`config.mk`:
```
export PLATFORM = sky130hd
export DESIGN_NAME = kgp_seq_ctrl_flat
export DESIGN_NICKNAME = d
export VERILOG_FILES = /design/src/rtl/kgp_seq_ctrl_pkg.sv /design/src/rtl/kgp_seq_ctrl_if.sv /design/src/rtl/kgp_mem_wait_timer.sv /design/src/rtl/kgp_seq_ctrl.sv /design/src/flat_wrapper.sv
export SDC_FILE = /design/constraint.sdc
export NUM_CORES = 1
export LEC_CHECK = 0
export CAP_MARGIN = 20
export CORE_MARGIN = 4
export CORE_UTILIZATION = 52
export CTS_CLUSTER_SIZE = 24
export DETAILED_ROUTE_END_ITERATION = 8
export GPL_ROUTABILITY_DRIVEN = 0
export PLACE_DENSITY = 0.78
export REMOVE_ABC_BUFFERS = 1
export SKIP_CTS_REPAIR_TIMING = 1
export SYNTH_ARGS = -nofsm -noshare
export SYNTH_HDL_FRONTEND = slang
export SYNTH_HIERARCHICAL = 1
export SYNTH_SLANG_ARGS = --single-unit
```
`constraint.sdc`:
```
create_clock -name clk -period 3.81 [get_ports clk]
set_clock_uncertainty 0.2 [all_clocks]
set_input_delay 0.381 -clock clk [delete_from_list [all_inputs] [get_ports clk]]
set_output_delay 0.381 -clock clk [all_outputs]
set_load 0.01 [all_outputs]
```
`src/rtl/kgp_seq_ctrl_pkg.sv`:
```
// Shared types and constants for the KGP-RISC multi-cycle sequencer:
// state encoding, opcode classes and PC source selects.
package kgp_seq_ctrl_pkg;

  typedef enum logic [2:0] {
    ST_IDLE,
    ST_FETCH,
    ST_DECODE,
    ST_EXEC,
    ST_MEM,
    ST_WB,
    ST_HALT,
    ST_FAULT
  } state_t;

  typedef enum logic [2:0] {
    CLS_RTYPE,
    CLS_IMM,
    CLS_BR,
    CLS_LD,
    CLS_ST,
    CLS_JMP,
    CLS_HALT,
    CLS_ILL
  } op_class_t;

  localparam logic [5:0] OP_RTYPE   = 6'b000000;
  localparam logic [2:0] OP_IMM_MSB = 3'b001;
  localparam logic [1:0] OP_BR_MSB  = 2'b01;
  localparam logic [5:0] OP_LD      = 6'b100000;
  localparam logic [5:0] OP_ST      = 6'b100001;
  localparam logic [5:0] OP_JMP     = 6'b110000;
  localparam logic [5:0] OP_HALT    = 6'b111111;

  localparam logic [1:0] PC_SRC_SEQ = 2'd0;
  localparam logic [1:0] PC_SRC_BR  = 2'd1;
  localparam logic [1:0] PC_SRC_JMP = 2'd2;

  function automatic op_class_t op_classify(input logic [5:0] op);
    if (op == OP_RTYPE)              return CLS_RTYPE;
    else if (op[5:3] == OP_IMM_MSB)  return CLS_IMM;
    else if (op[5:4] == OP_BR_MSB)   return CLS_BR;
    else if (op == OP_LD)            return CLS_LD;
    else if (op == OP_ST)            return CLS_ST;
    else if (op == OP_JMP)           return CLS_JMP;
    else if (op == OP_HALT)          return CLS_HALT;
    else                             return CLS_ILL;
  endfunction

endpackage

```
`src/rtl/kgp_seq_ctrl_if.sv`:
```
// Shared instruction/data memory handshake between the sequencer (master)
// and the memory (slave).
interface kgp_seq_ctrl_if;
  logic mem_req;
  logic mem_we;
  logic mem_addr_sel;
  logic mem_ready;

  modport master (
    output mem_req,
    output mem_we,
    output mem_addr_sel,
    input  mem_ready
  );

  modport slave (
    input  mem_req,
    input  mem_we,
    input  mem_addr_sel,
    output mem_ready
  );
endinterface

```
`src/rtl/kgp_mem_wait_timer.sv`:
```
// Counts memory wait cycles; expired flags the wait cycle that would make
// the count reach TIMEOUT, so a transfer in that cycle still wins.
module kgp_mem_wait_timer #(
  parameter int TIMEOUT = 255
) (
  input  logic clk,
  input  logic rst,
  input  logic clear,
  input  logic en,
  output logic expired
);

  localparam logic [15:0] LAST_WAIT = 16'(TIMEOUT - 1);

  logic [15:0] count_reg;

  always_ff @(posedge clk) begin
    if (rst || clear) begin
      count_reg <= '0;
    end else if (en) begin
      count_reg <= count_reg + 16'd1;
    end
  end

  assign expired = en && (count_reg == LAST_WAIT);

endmodule

```
`src/rtl/kgp_seq_ctrl.sv`:
```
// Multi-cycle FETCH/DECODE/EXEC/MEM/WB sequencer: datapath enables, memory
// handshake with wait timeout, halt/fault status and retired-instruction count.
module kgp_seq_ctrl
  import kgp_seq_ctrl_pkg::*;
#(
  parameter int CNT_W   = 32,
  parameter int TIMEOUT = 255
) (
  input  logic               clk,
  input  logic               rst,
  input  logic               start,
  input  logic [5:0]         opcode,
  input  logic               branch_taken,
  kgp_seq_ctrl_if.master     mem,
  output logic               ir_write,
  output logic               pc_write,
  output logic [1:0]         pc_src,
  output logic               alu_src_imm,
  output logic               reg_write,
  output logic               wb_sel_mem,
  output logic               busy,
  output logic               halted,
  output logic               fault,
  output logic               illegal_op,
  output logic [CNT_W-1:0]   retired
);

  state_t           state_reg, state_next;
  logic [5:0]       opcode_reg;
  logic [CNT_W-1:0] retired_reg;
  logic             illegal_reg;

  op_class_t        cls_live, cls_reg;
  logic             mem_req_c, transfer, wait_clear, wait_en, wait_expired;
  logic             retire, set_illegal;

  // The instruction register holds opcode from DECODE onward; later states
  // use the copy captured in DECODE.
  assign cls_live = op_classify(opcode);
  assign cls_reg  = op_classify(opcode_reg);

  assign mem_req_c        = (state_reg == ST_FETCH) || (state_reg == ST_MEM);
  assign transfer         = mem_req_c && mem.mem_ready;
  assign mem.mem_req      = mem_req_c;
  assign mem.mem_addr_sel = (state_reg == ST_MEM);
  assign mem.mem_we       = (state_reg == ST_MEM) && (cls_reg == CLS_ST);

  // Idle cycles between requests hold the counter at zero, which covers
  // clearing on entry to FETCH and MEM.
  assign wait_clear = !mem_req_c || transfer;
  assign wait_en    = mem_req_c && !mem.mem_ready;

  kgp_mem_wait_timer #(
    .TIMEOUT (TIMEOUT)
  ) u_wait_timer (
    .clk     (clk),
    .rst     (rst),
    .clear   (wait_clear),
    .en      (wait_en),
    .expired (wait_expired)
  );

  always_ff @(posedge clk) begin
    if (rst) begin
      state_reg   <= ST_IDLE;
      opcode_reg  <= '0;
      retired_reg <= '0;
      illegal_reg <= 1'b0;
    end else begin
      state_reg <= state_next;
      if (state_reg == ST_DECODE) opcode_reg <= opcode;
      if (retire) retired_reg <= retired_reg + CNT_W'(1);
      if (set_illegal) illegal_reg <= 1'b1;
    end
  end

  always_comb begin
    state_next  = state_reg;
    ir_write    = 1'b0;
    pc_write    = 1'b0;
    pc_src      = PC_SRC_SEQ;
    alu_src_imm = 1'b0;
    reg_write   = 1'b0;
    wb_sel_mem  = 1'b0;
    retire      = 1'b0;
    set_illegal = 1'b0;

    case (state_reg)
      ST_IDLE: begin
        if (start) state_next = ST_FETCH;
      end
      ST_FETCH: begin
        if (mem.mem_ready) begin
          ir_write   = 1'b1;
          pc_write   = 1'b1;
          state_next = ST_DECODE;
        end else if (wait_expired) begin
          state_next = ST_FAULT;
        end
      end
      ST_DECODE: begin
        case (cls_live)
          CLS_RTYPE, CLS_IMM, CLS_BR, CLS_LD, CLS_ST: state_next = ST_EXEC;
          CLS_JMP: begin
            pc_write   = 1'b1;
            pc_src     = PC_SRC_JMP;
            retire     = 1'b1;
            state_next = ST_FETCH;
          end
          CLS_HALT: begin
            retire     = 1'b1;
            state_next = ST_HALT;
          end
          default: begin
            set_illegal = 1'b1;
            state_next  = ST_HALT;
          end
        endcase
      end
      ST_EXEC: begin
        alu_src_imm = (cls_reg == CLS_IMM) || (cls_reg == CLS_LD) || (cls_reg == CLS_ST);
        case (cls_reg)
          CLS_RTYPE, CLS_IMM: state_next = ST_WB;
          CLS_LD, CLS_ST:     state_next = ST_MEM;
          CLS_BR: begin
            pc_write   = branch_taken;
            pc_src     = PC_SRC_BR;
            retire     = 1'b1;
            state_next = ST_FETCH;
          end
          default: state_next = ST_FETCH;
        endcase
      end
      ST_MEM: begin
        if (mem.mem_ready) begin
          if (cls_reg == CLS_ST) begin
            retire     = 1'b1;
            state_next = ST_FETCH;
          end else begin
            state_next = ST_WB;
          end
        end else if (wait_expired) begin
          state_next = ST_FAULT;
        end
      end
      ST_WB: begin
        reg_write  = 1'b1;
        wb_sel_mem = (cls_reg == CLS_LD);
        retire     = 1'b1;
        state_next = ST_FETCH;
      end
      default: state_next = state_reg;
    endcase
  end

  assign busy       = !((state_reg == ST_IDLE) || (state_reg == ST_HALT) || (state_reg == ST_FAULT));
  assign halted     = (state_reg == ST_HALT);
  assign fault      = (state_reg == ST_FAULT);
  assign illegal_op = illegal_reg;
  assign retired    = retired_reg;

endmodule
```
`src/flat_wrapper.sv`:
```
// flat-port wrapper written by rule: the top's interface ports become plain ports
module kgp_seq_ctrl_flat import kgp_seq_ctrl_pkg::*;
#(
  parameter int CNT_W   = 32,
  parameter int TIMEOUT = 255
)
  (clk, rst, start, opcode, branch_taken, ir_write, pc_write, pc_src, alu_src_imm, reg_write, wb_sel_mem, busy, halted, fault, illegal_op, retired, mem_mem_req, mem_mem_we, mem_mem_addr_sel, mem_mem_ready);
  kgp_seq_ctrl_if mem_i ();
  input  logic clk;
  input  logic rst;
  input  logic start;
  input  logic [5:0] opcode;
  input  logic branch_taken;
  output logic ir_write;
  output logic pc_write;
  output logic [1:0] pc_src;
  output logic alu_src_imm;
  output logic reg_write;
  output logic wb_sel_mem;
  output logic busy;
  output logic halted;
  output logic fault;
  output logic illegal_op;
  output logic [CNT_W-1:0] retired;
  output wire logic [$bits(mem_i.mem_req)-1:0] mem_mem_req;
  output wire logic [$bits(mem_i.mem_we)-1:0] mem_mem_we;
  output wire logic [$bits(mem_i.mem_addr_sel)-1:0] mem_mem_addr_sel;
  input wire logic [$bits(mem_i.mem_ready)-1:0] mem_mem_ready;
  assign mem_mem_req = mem_i.mem_req;
  assign mem_mem_we = mem_i.mem_we;
  assign mem_mem_addr_sel = mem_i.mem_addr_sel;
  assign mem_i.mem_ready = mem_mem_ready;
  kgp_seq_ctrl #(.CNT_W(CNT_W), .TIMEOUT(TIMEOUT)) u_core (.clk(clk), .rst(rst), .start(start), .opcode(opcode), .branch_taken(branch_taken), .mem(mem_i), .ir_write(ir_write), .pc_write(pc_write), .pc_src(pc_src), .alu_src_imm(alu_src_imm), .reg_write(reg_write), .wb_sel_mem(wb_sel_mem), .busy(busy), .halted(halted), .fault(fault), .illegal_op(illegal_op), .retired(retired));
endmodule
```
==> results.py, run 1 <==
metrics = {
    "cells_and_area": {
        "largest_reg_flops": 32,
        "area_growth_pct": 26.6,
        "antennaDiodeCount": 0,
        "fillers": 458,
        "final_area_um2": 3940,
        "fin_util_pct": 69.8,
        "drive_gt1_share_pct": 6.80,
        "nNetsFinal": 453,
    },
    "worst_setup_path": {
        "critPathBufInv": 2,
        "worstSetupPathType": "reg2reg",
        "reg2reg_depth": 7,
        "rrSetupSlack_ns": 0.58,
        "critPathSlowestCell": "dfxtp_1",
        "r2r-start": "u_core/state_reg[2]$_SDFFE_PP0P_",
        "path_depth": 7,
        "reg2reg_to": "u_core/retired[26]$_SDFFE_PP0P_",
        "critPathMaxFanout": 19,
        "cp_data_arrival_time_ns": 3.25,
        "crit_path_start_kind": "flip-flop",
        "end_kind": "flip-flop",
        "crit_family": "simple AND/OR/NAND/NOR gates",
        "worstPathRequired_ns": 3.83,
        "crit_chain": "inv_1 > ha_1 > nor4_1 > nor3_2 > clkbuf_8 > nor4b_1 > mux2_2",
        "slowest_delay_ns": 0.65,
    },
    "global_route": {
        "grt_max_degree": 29,
        "grt_pass1_vias": 2762,
        "antenna_found_initial": 0,
        "grt_usage_pct": 21.3,
        "grt-ovfl-total": 0,
        "grt_pass1_wl_mm": 12.6,
    },
    "detailed_routing": {
        "first_pass_iters": 5,
        "post_drt_wl_per_cell_um": 15.0,
        "drt_iter0_markers": 214,
        "ant_nets": 0,
        "drc": 0,
        "via_per_inst": 6.04,
        "routed_wl_mm": 7.70,
        "vias": 3101,
    },
    "power_and_ir_drop": {
        "swShare_pct": 23.1,
        "power_density_nw_per_um2": 342,
        "total_power_mw": 1.35,
        "pwr-share-clk_pct": 46.4,
        "peakVddDrop_uv": 223,
        "intPower_mw": 1.04,
        "power.share.sequential_pct": 46.3,
        "comb_power_share_pct": 7.3,
        "p_leak_nw": 1.22,
        "p_switching_uw": 312,
    },
    "die": {
        "start_util_pct": 55.2,
        "fp.dieW_um": 85.4,
        "core-area_um2": 5640,
        "rows": 27,
        "die_h_um": 85.4,
        "dieArea_um2": 7290,
        "io_pins": 57,
    },
    "cts": {
        "cts_sinks": 58,
        "clk_pin_slew_ns": 0.06,
        "cts_buffers": 9,
        "htreeDepth": 3,
        "clkLatencyLatePin_ns": 0.33,
        "cts_tree": "built",
        "root_buffer": "clkbuf_8",
        "clock_path_buffers": 2,
    },
    "placement": {
        "place_area_um2": 3710,
        "dp.final_hpwl_mm": 5.33,
        "portBuffers": 56,
    },
    "yosys": {
        "ys_seq_area_share_pct": 37.3,
        "async_reset_ff_share_pct": 0,
        "synth_seq_cells": 58,
        "avgSynthCellArea_um2": 8.09,
        "synth_top_flop_cell": "dfxtp_1",
        "yosysWarnings": 6,
        "synth_edf_count": 0,
        "synthCells": 385,
        "syn_area_um2": 3110,
        "synth_cell_types": 50,
    },
    "min_path": {
        "min_from": "u_core/opcode_reg[2]$_SDFFE_PP0P_",
        "hold_depth": 2,
        "hold_class": "reg2reg",
        "worstHoldEndpoint": "u_core/opcode_reg[2]$_SDFFE_PP0P_",
    },
    "flow_run": {
        "cap_violations": 0,
    },
    "timing": {
        "clock.fmax_ghz": 0.310,
        "setup_violations": 0,
        "rsz0062_at_grt": "no",
        "period_minus_slack_ns": 3.23,
        "hold_violations": 0,
        "slew_violations": 0,
        "tightestPinTransition_ns": 1.03,
        "relSlewSlack_pct": 31.0,
        "final.setup.tns_ns": 0,
        "finalCritPeriodShare_pct": 84.7,
    },
    "run_status": {
        "status": "finished clean",
    },
}
==> cell usage after synthesis (all sizes together) (8+ instances only) <==
cell type	instances	area (um^2)
dfxtp	58	1160
a21oi	40	200
nor2	40	150
nand2	31	116
nand4	19	125
or4	19	150
o31ai	16	120
nand3	15	80.1
or3	15	93.8
o21ai	14	70.1
inv	11	41.3
xor2	11	96.3
clkbuf	10	37.5
xnor2	9	78.8
buf	8	36.3
nor3	8	40.0
==> area by class of cell <==
class / count / area, um^2 / area share (%)
Sequential cell: 58 / 1160 / 29.5
Clock buffer: 10 / 138 / 3.49
Tap cell: 72 / 90.1 / 2.29
Timing Repair Buffer: 59 / 589 / 15.0
Inverter: 11 / 41.3 / 1.05
Multi-Input combinational cell: 298 / 1840 / 46.7
Clock inverter: 5 / 78.8 / 2.00
==> power groups by stage <==
stage	sequential (mW)	clock, mW	combinational (mW)
after floorplan	0.634	0	0.0521
after CTS	0.624	0.638	0.0986
after global routing	0.625	0.673	0.108
after global placement	0.637	0	0.0970
after detailed placement	0.637	0	0.0973
final	0.624	0.626	0.0990
==> stage by stage <==
stage	instances	hold WS, ns	setup WS [ns]
4_1_cts	512	0.274	0.587
2_1_floorplan	367	0.236	0.708
6_report	513	0.276	0.585
3_3_place_gp	497	0.258	0.657
3_5_place_dp	497	0.260	0.625
5_1_grt	513	0.304	0.437
==> logic make-up (layout without fill, tap and decap cells) <==
kind of cell             count (synthesis)  after routing  synth area share [%]
multiplexers                             3              3                  1.04
adder cells (fa/ha/maj)                  5              5                  2.01
AO/OA/AOI/OAI                           91             91                  18.6
flip-flops                              58             58                  37.3
buffers and inverters                   29             85                  3.70
XOR/XNOR                                20             20                  5.63
AND/OR/NAND/NOR                        179            179                  31.7
==> layer usage <==
layer / vias to the layer above / share of wire, % / routed length, um / GRT usage (%)
met4: 0 / 0.73 / 56 / 5.90
met3: 7 / 7.4 / 570 / 7.09
li1: 1537 / - / - / -
met1: 1449 / 46 / 3520 / 27.8
met5: - / 0 / 0 / 0
met2: 108 / 46 / 3550 / 33.6
==> tightest hold or removal path, stage by stage (launching register included) <==
cell and delay (ns):
dfxtp_1 0.32, nand2_1 0.06, a21oi_1 0.05
==> cells in the final DEF (no fill, tap or decap), types with 14 or more instances in the layout <==
cell / instances
nand2_1: 31
o21ai_0: 14
clkdlybuf4s50_1: 56
or4_1: 17
nor2_1: 40
a21oi_1: 40
or3_1: 15
nand3_1: 14
dfxtp_1: 58
nand4_1: 18
o31ai_1: 16
==> how the worst max path moves through the flow <==
stage	to	from	slack, ns
floorplan	u_core/retired[26]$_SDFFE_PP0P_	u_core/state_reg[2]$_SDFFE_PP0P_	0.71
global placement	pc_write	opcode[0]	0.66
detailed placement	u_core/retired[26]$_SDFFE_PP0P_	opcode[0]	0.63
CTS	alu_src_imm	u_core/opcode_reg[5]$_SDFFE_PP0P_	0.59
global route	u_core/retired[26]$_SDFFE_PP0P_	u_core/state_reg[2]$_SDFFE_PP0P_	0.44
finish	u_core/retired[26]$_SDFFE_PP0P_	u_core/state_reg[2]$_SDFFE_PP0P_	0.58
Power figures use the tool's default switching activity.
==> inputs of run 2 (changes only) <==
--- a/config.mk
+++ b/config.mk
@@ -7,11 +7,11 @@
 export LEC_CHECK = 0
 export CAP_MARGIN = 20
 export CORE_MARGIN = 4
-export CORE_UTILIZATION = 52
+export CORE_UTILIZATION = 47
 export CTS_CLUSTER_SIZE = 24
 export DETAILED_ROUTE_END_ITERATION = 8
 export GPL_ROUTABILITY_DRIVEN = 0
-export PLACE_DENSITY = 0.78
+export PLACE_DENSITY = 0.75
 export REMOVE_ABC_BUFFERS = 1
 export SKIP_CTS_REPAIR_TIMING = 1
 export SYNTH_ARGS = -nofsm -noshare
==> constraint.sdc (replaced) <==
create_clock -name clk -period 2.7 [get_ports clk]
set_clock_uncertainty 0.2 [all_clocks]
set_input_delay 0.27 -clock clk [delete_from_list [all_inputs] [get_ports clk]]
set_output_delay 0.27 -clock clk [all_outputs]
set_load 0.01 [all_outputs]
==> run 2 against run 1 <==
First-iteration DRC count down 2.8%. Critical path depth down 1. Largest power group is now registers. Combinational power up 76%. Utilization down 5.0 points. Routed wire length up 1.9%. Register-to-register slack worse by 0.46 ns. Highest routed layer unchanged. Final area up 5.1%. Critical path type unchanged. Clock-buffer cell count up 1. Sequential power up 40%.
==> results.py, run 2 (same netlist as run 1, synthesis figures left out) <==
metrics = {
    "die": {
        "fp.dieW_um": 89.4,
        "io_pins": 57,
        "rows": 29,
        "dieArea_um2": 7990,
        "start_util_pct": 48.7,
        "core-area_um2": 6390,
        "die_h_um": 89.4,
    },
    "global_route": {
        "grt_usage_pct": 20.8,
        "grt_pass1_wl_mm": 13.0,
        "grt_max_degree": 44,
        "antenna_found_initial": 0,
        "grt_pass1_vias": 2881,
        "grt-ovfl-total": 0,
    },
    "power_and_ir_drop": {
        "p_leak_nw": 1.38,
        "pwr-share-clk_pct": 43.1,
        "comb_power_share_pct": 9.4,
        "swShare_pct": 24.2,
        "total_power_mw": 1.84,
        "intPower_mw": 1.39,
        "peakVddDrop_uv": 226,
        "power_density_nw_per_um2": 444,
        "power.share.sequential_pct": 47.4,
        "p_switching_uw": 446,
    },
    "cts": {
        "clkLatencyLatePin_ns": 0.33,
        "clk_pin_slew_ns": 0.07,
        "htreeDepth": 3,
        "root_buffer": "clkbuf_8",
        "cts_sinks": 58,
        "cts_tree": "built",
        "clock_path_buffers": 2,
        "cts_buffers": 9,
    },
    "timing": {
        "finalCritPeriodShare_pct": 95.5,
        "clock.fmax_ghz": 0.388,
        "fin_ws_ns": 0.122,
        "tightestPinTransition_ns": 0.616,
        "setup_violations": 0,
        "period_minus_slack_ns": 2.58,
        "hold_violations": 0,
        "relSlewSlack_pct": 58.5,
        "hold_slack_ns": 0.282,
        "slew_violations": 0,
        "rsz0062_at_grt": "no",
    },
    "cells_and_area": {
        "final_cell_mix": "dfxtp_1, clkdlybuf4s50_1, nor2_1, a21oi_1, nand2_1",
        "drive_gt1_share_pct": 12.7,
        "area_growth_pct": 33.1,
        "nNetsFinal": 477,
        "fillers": 543,
        "final_common_cell": "dfxtp_1",
        "largest_reg_flops": 32,
        "register_area_um2": 1160,
        "multiInputGateArea_um2": 1880,
        "fin_util_pct": 64.9,
        "antennaDiodeCount": 0,
    },
    "run_status": {
        "status": "finished clean",
    },
    "placement": {
        "portBuffers": 56,
        "dp.final_hpwl_mm": 5.61,
        "pre_cts_slack_ns": -0.235,
    },
    "worst_setup_path": {
        "worstSetupPathType": "reg2reg",
        "crit_path_start_kind": "flip-flop",
        "end_kind": "flip-flop",
        "critPathMaxFanout": 13,
        "worstPathRequired_ns": 2.77,
        "cp_data_arrival_time_ns": 2.65,
    },
    "min_path": {
        "hold_class": "reg2reg",
    },
    "flow_run": {
        "cap_violations": 0,
    },
    "detailed_routing": {
        "via_per_inst": 5.87,
        "post_drt_wl_per_cell_um": 14.4,
        "vias": 3185,
        "drc": 0,
        "routed_wl_mm": 7.84,
        "drt_iter0_markers": 208,
        "first_pass_iters": 7,
        "ant_nets": 0,
    },
}
[run 2: critical path, stage by stage, from the launching register on]
cell	delay, ns
dfxtp_1	0.37
inv_1	0.09
ha_2	0.31
or4_1	0.59
a31o_4	0.32
or4_1	0.48
a21oi_1	0.15
[run 2: through the flow]
step	area, um^2	cells	TNS [ns]
final	4140	543	0
after global routing	4140	543	0
after CTS	4090	542	-0.518
after detailed placement	3900	526	-3.19
after global placement	3900	526	-2.17
after floorplan	3040	367	-3.94
[run 2: final cells by class]
class	count	share of cell area (%)
clock inverter	5	1.30
clock buffer	11	3.41
inverter	11	0.997
tap	77	2.33
sequential	58	28.0
timing repair buffer	83	18.6
multi-input combinational	298	45.3
[run 2: path summary, 6_finish.rpt]
check / from / endpoint / slack (ns) / cells past startpoint
worst max-delay path: u_core/state_reg[2]$_SDFFE_PP0P_ / u_core/retired[27]$_SDFFE_PP0P_ / 0.12 / 6
worst min register to register: u_core/opcode_reg[1]$_SDFFE_PP0P_ / u_core/opcode_reg[1]$_SDFFE_PP0P_ / 0.28 / 2
worst min-delay path: u_core/opcode_reg[1]$_SDFFE_PP0P_ / u_core/opcode_reg[1]$_SDFFE_PP0P_ / 0.28 / 2
worst max register to register: u_core/state_reg[2]$_SDFFE_PP0P_ / u_core/retired[27]$_SDFFE_PP0P_ / 0.12 / 6
[run 2: power by group through the flow]
stage               Clock, mW  Combinational, mW  Sequential (mW)
finish                  0.793              0.174            0.872
global route            0.850              0.189            0.873
CTS                     0.817              0.172            0.871
detailed placement          0              0.170            0.891
global placement            0              0.169            0.890
floorplan                   0             0.0736            0.895
[run 2: routing by layer]
layer / part of all wire [%] / global-route usage, %
met5: 0 / 0
met4: 1.9 / 9.74
met3: 7.6 / 4.61
met2: 45 / 32.8
met1: 46 / 26.9
==> inputs of run 3 (changes only) <==
--- a/config.mk
+++ b/config.mk
@@ -8,6 +8,7 @@
 export CAP_MARGIN = 20
 export CORE_MARGIN = 4
 export CORE_UTILIZATION = 47
+export CTS_CLUSTER_DIAMETER = 120
 export CTS_CLUSTER_SIZE = 24
 export DETAILED_ROUTE_END_ITERATION = 8
 export GPL_ROUTABILITY_DRIVEN = 0
==> results of run 3 <==
Same layout as run 2: the final DEF is identical, and so are final timing and power.
